--- src/rtl/dmem_arbiter.sv ---
`default_nettype none
// ============================================================================
//  Module   : dmem_arbiter
//  Purpose  : Shares the single-ported data memory between the pipeline MEM
//             stage (port 0, CPU) and the DMA/debug loader (port 1, DMA).
//             Round-robin arbitration with a bounded burst length; the owner
//             drives the memory address/data/write-enable/lock, and read data
//             comes back registered to the winning requester.
//  Revision : 1.0  initial release
// ----------------------------------------------------------------------------
//  Ports
//    CLK, RESET_N              clock, synchronous active-low reset
//    FLUSH                     pipeline flush, aborts the current grant
//    REQx/WEx/ADDRx/WDATAx     requester x access (x=0 CPU, x=1 DMA)
//    GNTx                      requester x owns memory this cycle
//    RVALIDx                   RDATA is valid for requester x
//    RDATA                     registered read data (shared by both ports)
//    M_ABUS/M_WDATA/M_WE       memory address, write data, write enable
//    M_RDATA                   memory read data
//    M_LOCK                    memory commit qualifier (access cycle)
// ============================================================================
module dmem_arbiter #(
  parameter int ADDR_BIT_WIDTH = 32,
  parameter int DATA_BIT_WIDTH = 32,
  parameter int MAX_BURST      = 4
) (
  input  logic                      CLK,
  input  logic                      RESET_N,
  input  logic                      FLUSH,
  input  logic                      REQ0,
  input  logic                      WE0,
  input  logic [ADDR_BIT_WIDTH-1:0] ADDR0,
  input  logic [DATA_BIT_WIDTH-1:0] WDATA0,
  output logic                      GNT0,
  output logic                      RVALID0,
  input  logic                      REQ1,
  input  logic                      WE1,
  input  logic [ADDR_BIT_WIDTH-1:0] ADDR1,
  input  logic [DATA_BIT_WIDTH-1:0] WDATA1,
  output logic                      GNT1,
  output logic                      RVALID1,
  output logic [DATA_BIT_WIDTH-1:0] RDATA,
  output logic [ADDR_BIT_WIDTH-1:0] M_ABUS,
  output logic [DATA_BIT_WIDTH-1:0] M_WDATA,
  input  logic [DATA_BIT_WIDTH-1:0] M_RDATA,
  output logic                      M_WE,
  output logic                      M_LOCK
);

  localparam int                 c_CNT_W   = $clog2(MAX_BURST) + 1;
  localparam logic [c_CNT_W:0]   c_MAX_EXT = (c_CNT_W + 1)'(MAX_BURST);
  localparam logic [c_CNT_W-1:0] c_MAX     = c_CNT_W'(MAX_BURST);

  typedef enum logic [1:0] {
    IDLE = 2'd0,
    OWN0 = 2'd1,
    OWN1 = 2'd2
  } state_t;

  state_t                      r_state;
  state_t                      w_state_nxt;
  logic [c_CNT_W-1:0]          r_cnt;
  logic [c_CNT_W-1:0]          w_cnt_nxt;
  logic [c_CNT_W-1:0]          w_cnt_sat;
  logic [c_CNT_W:0]            w_cnt_inc;
  logic                        w_burst_done;
  logic                        r_last;      // 0 = CPU owned last, 1 = DMA
  logic                        w_last_nxt;
  logic                        w_acc0;
  logic                        w_acc1;
  logic                        w_rd_acc;
  logic [DATA_BIT_WIDTH-1:0]   r_rdata;
  logic                        r_rvalid0;
  logic                        r_rvalid1;

  // Access cycle: owner requesting, and neither reset nor flush is aborting it.
  assign w_acc0   = (r_state == OWN0) & REQ0 & RESET_N & ~FLUSH;
  assign w_acc1   = (r_state == OWN1) & REQ1 & RESET_N & ~FLUSH;
  assign w_rd_acc = (w_acc0 & ~WE0) | (w_acc1 & ~WE1);

  // One extra bit so the increment cannot wrap when MAX_BURST is a power of
  // two boundary (e.g. MAX_BURST=1 gives a 1-bit counter).
  assign w_cnt_inc    = {1'b0, r_cnt} + (c_CNT_W + 1)'(1);
  assign w_burst_done = (w_cnt_inc >= c_MAX_EXT);
  // Saturate during uncontended tenures; the switch decision only needs to
  // know the burst limit has been reached.
  assign w_cnt_sat    = w_burst_done ? c_MAX : w_cnt_inc[c_CNT_W-1:0];

  always_comb begin
    w_state_nxt = r_state;
    w_cnt_nxt   = r_cnt;
    w_last_nxt  = r_last;
    if (FLUSH) begin
      w_state_nxt = IDLE;
      w_cnt_nxt   = '0;
    end else begin
      case (r_state)
        IDLE: begin
          w_cnt_nxt = '0;
          if (REQ0 && REQ1) begin
            w_state_nxt = r_last ? OWN0 : OWN1;
          end else if (REQ0) begin
            w_state_nxt = OWN0;
          end else if (REQ1) begin
            w_state_nxt = OWN1;
          end
        end
        OWN0: begin
          if (REQ0) begin
            if (REQ1 && w_burst_done) begin
              w_state_nxt = OWN1;
              w_cnt_nxt   = '0;
              w_last_nxt  = 1'b0;
            end else begin
              w_cnt_nxt = w_cnt_sat;
            end
          end else begin
            w_state_nxt = REQ1 ? OWN1 : IDLE;
            w_cnt_nxt   = '0;
            w_last_nxt  = 1'b0;
          end
        end
        OWN1: begin
          if (REQ1) begin
            if (REQ0 && w_burst_done) begin
              w_state_nxt = OWN0;
              w_cnt_nxt   = '0;
              w_last_nxt  = 1'b1;
            end else begin
              w_cnt_nxt = w_cnt_sat;
            end
          end else begin
            w_state_nxt = REQ0 ? OWN0 : IDLE;
            w_cnt_nxt   = '0;
            w_last_nxt  = 1'b1;
          end
        end
        default: begin
          w_state_nxt = IDLE;
          w_cnt_nxt   = '0;
        end
      endcase
    end
  end

  always_ff @(posedge CLK) begin
    if (!RESET_N) begin
      r_state   <= IDLE;
      r_cnt     <= '0;
      r_last    <= 1'b1;
      r_rdata   <= '0;
      r_rvalid0 <= 1'b0;
      r_rvalid1 <= 1'b0;
    end else begin
      r_state   <= w_state_nxt;
      r_cnt     <= w_cnt_nxt;
      r_last    <= w_last_nxt;
      if (w_rd_acc) begin
        r_rdata <= M_RDATA;
      end
      r_rvalid0 <= w_acc0 & ~WE0;
      r_rvalid1 <= w_acc1 & ~WE1;
    end
  end

  // Memory side follows the owner combinationally; quiet when idle.
  always_comb begin
    M_ABUS  = '0;
    M_WDATA = '0;
    case (r_state)
      OWN0: begin
        M_ABUS  = ADDR0;
        M_WDATA = WDATA0;
      end
      OWN1: begin
        M_ABUS  = ADDR1;
        M_WDATA = WDATA1;
      end
      default: begin
        M_ABUS  = '0;
        M_WDATA = '0;
      end
    endcase
  end

  assign M_LOCK  = w_acc0 | w_acc1;
  assign M_WE    = (w_acc0 & WE0) | (w_acc1 & WE1);
  assign GNT0    = (r_state == OWN0);
  assign GNT1    = (r_state == OWN1);
  assign RVALID0 = r_rvalid0;
  assign RVALID1 = r_rvalid1;
  assign RDATA   = r_rdata;

endmodule
`default_nettype wire
--- config.mk ---
export PLATFORM = sky130hd
export DESIGN_NAME = dmem_arbiter
export DESIGN_NICKNAME = d
export VERILOG_FILES = /design/src/rtl/dmem_arbiter.sv
export SDC_FILE = /design/constraint.sdc
export NUM_CORES = 1
export LEC_CHECK = 0
export ABC_AREA = 1
export CAP_MARGIN = 20
export CORE_AREA = 2 2 105 107
export CTS_CLUSTER_SIZE = 12
export DETAILED_ROUTE_END_ITERATION = 8
export DIE_AREA = 0 0 107 109
export PLACE_DENSITY = 0.78
export SETUP_SLACK_MARGIN = 0.2
export SYNTH_ARGS = -nofsm -noshare
export SYNTH_HDL_FRONTEND = slang
export SYNTH_SLANG_ARGS = --single-unit
--- constraint.sdc ---
create_clock -name CLK -period 3.05 [get_ports CLK]
set_input_delay 0.61 -clock CLK [delete_from_list [all_inputs] [get_ports CLK]]
set_output_delay 0.61 -clock CLK [all_outputs]
set_load 0.01 [all_outputs]
==> results <==
==> layout by cell type (no fill, tap or decap), types with 13 or more instances in the layout <==
cell             count
nor2_2              30
o21ai_0             15
inv_1               14
dfxtp_1             38
a21oi_1             66
clkdlybuf4s50_1    255
o21ai_1             20
dlymetal6s2s_1      13
nand2_1            144
nor2_1              42
==> power breakdown <==
part / total (mW) / internal [mW] / leakage (nW) / switching, mW
registers: 0.541 / 0.534 / 0.324 / 0.00754
logic: 0.555 / 0.322 / 1.87 / 0.234
clock network: 0.330 / 0.155 / 0.0410 / 0.175
total: 1.43 / 1.01 / 2.24 / 0.416
==> routing by layer <==
metal	track usage, %	part of all wire (%)	up-vias
met5	0	0	-
met4	5.84	1.7	0
met3	6.40	11	17
met2	32.4	50	190
met1	19.3	37	1642
li1	-	-	1874
==> through the flow <==
stage	hold slack [ns]	setup slack, ns	cells
floorplan	0.430	0.936	429
detailed placement	0.447	0.219	816
CTS	0.469	0.209	823
global route	0.531	0.205	823
global placement	0.450	0.224	816
finish	0.468	0.296	823
==> cells by family (layout without fill, tap and decap cells) <==
family	after synthesis	count (layout)
AOI/OAI and AO/OA	103	103
and+or+nand+nor	233	233
DFF	40	40
buffers and inverters	48	302
adders and majority gates	5	5
==> layout make-up <==
cell class              instances  area [um^2]  area share (%)
clock inverters                 1         5.00          0.0898
multi-input cells             341         1620            29.1
well taps                     140          175            3.14
inverters                      18         75.1            1.35
clock buffers                   6         72.6            1.30
repair buffers                277         2820            50.6
flip-flops and latches         40          803            14.4
==> worst reg2reg max path, stage by stage, from the launching register on <==
cell	delay, ns
dfxtp_2	0.34
inv_1	0.16
ha_4	0.27
nand2_1	0.15
nor2_4	0.16
nand2_2	0.08
nand2_4	0.29
inv_4	0.27
nor2_2	0.19
nor2_1	0.06
==> worst paths after layout <==
check        slack [ns]        end       start  depth (start not counted)
max                0.30       M_WE     RESET_N                          7
min                0.47     r_last      r_last                          2
max reg2reg        0.97  RDATA[22]  r_state[1]                          9
min reg2reg        0.47     r_last      r_last                          2
==> state kept, by name, indices dropped and copies added, names as in the netlist <==
name / count
RVALID0: 1
r_cnt: 3
r_last: 1
RDATA: 32
RVALID1: 1
r_state: 2
==> what timing repair did <==
| item | CTS | global route |
|---|---|---|
| endpoints found under the hold margin | 0 | 0 |
| setup endpoints to repair | 37 | 47 |
| resized for setup | 7 | 21 |
| cloned | 0 | 0 |
| hold buffers | 0 | 0 |
==> key figures <==
Power
  – PwrDens: roughly 260 nW/um^2
  – Peak VDD IR: 0.000303 V
  – Leak: approximately 2.2 nW
  – Tot Pwr: between 1 and 1.5 mW

Layout
  – Count of antenna diodes in the layout: 0
  – Nets: 855
  – Core Util, Final: about 53%
  – Layout cells sized above 1: 9.08%
  – Layout area overhead: 113%
  – Fill cells: 961
  – Finished Cell Area: 5570 um^2

Placement
  – Number of port buffers: 268
  – Placed Area: about 5400 um^2
  – GP Congestion: 0.760
  – Detailed Place HPWL: just under 9 mm

Global routing
  – Initial antenna violation count: 0
  – Vias in the first global route: 3,557
  – Total GRT Usage: approximately 18%
  – Global-route wire length before repair: 16.9 mm
  – Largest net degree at the start of global routing: 37
  – GRT overflow: 0

Synthesis
  – Ys Warns: 0
  – Mux contribution to synthesized area: 0%
  – Synth cell count leaders: nand2_1, a21oi_1, nor2_1
  – Synth top area share: 30.7%
  – Seq/Total Area, Yosys: 30.7%
  – Post-Syn Nets: roughly 600
  – Post-synth ARST share: 0%
  – Synth Cell Area: 2610 um^2
  – Adder-cell share of the synthesized area: about 2.4%
  – Synth area leaders: dfxtp_1, nand2_1, a21oi_1
  – Synth Area in Simple Gates: 38.3%
  – Number of synthesized flops with an enable pin: 0
  – Avg Inst Size Synth: approximately 6 um^2
  – Synth Area in Compound Gates: 19.9%
  – Most frequent cell after synthesis: nand2_1
  – Top FF cell, synth: dfxtp_1
  – Post-synthesis xor/xnor area fraction: 0%
  – Yosys top cell by area: dfxtp_1
  – Post-synthesis register bit count: 40
  – Largest family of logic cells by synthesized area: simple AND/OR/NAND/NOR gates
  – Netlist cell types: 22
  – Synthesized instance count: 429

Critical path
  – CP bufs+invs: 4
  – Worst EP arrival: ~2.1 ns
  – CP endpoint kind: output port
  – Crit path cell chain: clkdlybuf4s50_1 > inv_2 > nor2_4 > inv_2 > nor2_4 > a22o_1 > clkdlybuf4s50_1
  – CP startpoint kind: input pin
  – CP required: 2.44 ns
  – Worst path top cell family by delay: buffers and inverters
  – Worst Path Max Fanout: 4
  – Slowest stage delay, CP: 0.55 ns
  – Setup CP Type: in -> out
  – Slowest cell on the critical path: clkdlybuf4s50_1

Floorplan
  – Die ar.: around 12,000 um^2
  – Die width: 107 um
  – Core ar.: approximately 11,000 um^2
  – I/O Pins: 269
  – Die height: 109 um
  – Number of core rows: 38
  – Initial Util: 24.6%

CTS
  – CTS sink count: 40
  – H-tree Lvls: 2
  – CTS tree: yes
  – Clk root buf: clkbuf_8
  – Clk buf depth: 2
  – CTS clk-pin slew, worst paths: ~0.070 ns
  – Worst-skew pair later-pin latency: 0.29 ns
  – CTS buffer count: 5
  – Post-CTS setup buffers: 0

Route
  – Routed wire length: 11.3 mm
  – 1st-iter DRT viols: 287
  – DR vias/cell: 4.52
  – # DRC: 0
  – DR WL/cell: 13.7 um
  – Antenna Nets Post-Route: 0
  – Overall via count from detail_route: 3,723
  – Pre-antenna DRT Iters: 5

STA
  – Worst Max-Slew Pin Slew: 0.486 ns
  – Final min period: 2.75 ns
  – Setup violators final: 0
  – RSZ-0062 raised after global routing: no
  – Setup TNS: 0 ns
  – Fmax: 363 MHz
  – Period utilization: about nine tenths
  – Pins over their slew limit: 0
  – Max transition margin: between 60% and 70%
  – Final Skew: roughly 0.0037 ns
  – Final Hold Fails: 0

Min path
  – Hold WC Path Type: reg -> reg

Outcome
  – Status: finished clean

Flow run
  – Maxcap violations: 0
No activity file was read; power rests on OpenSTA's default activity.
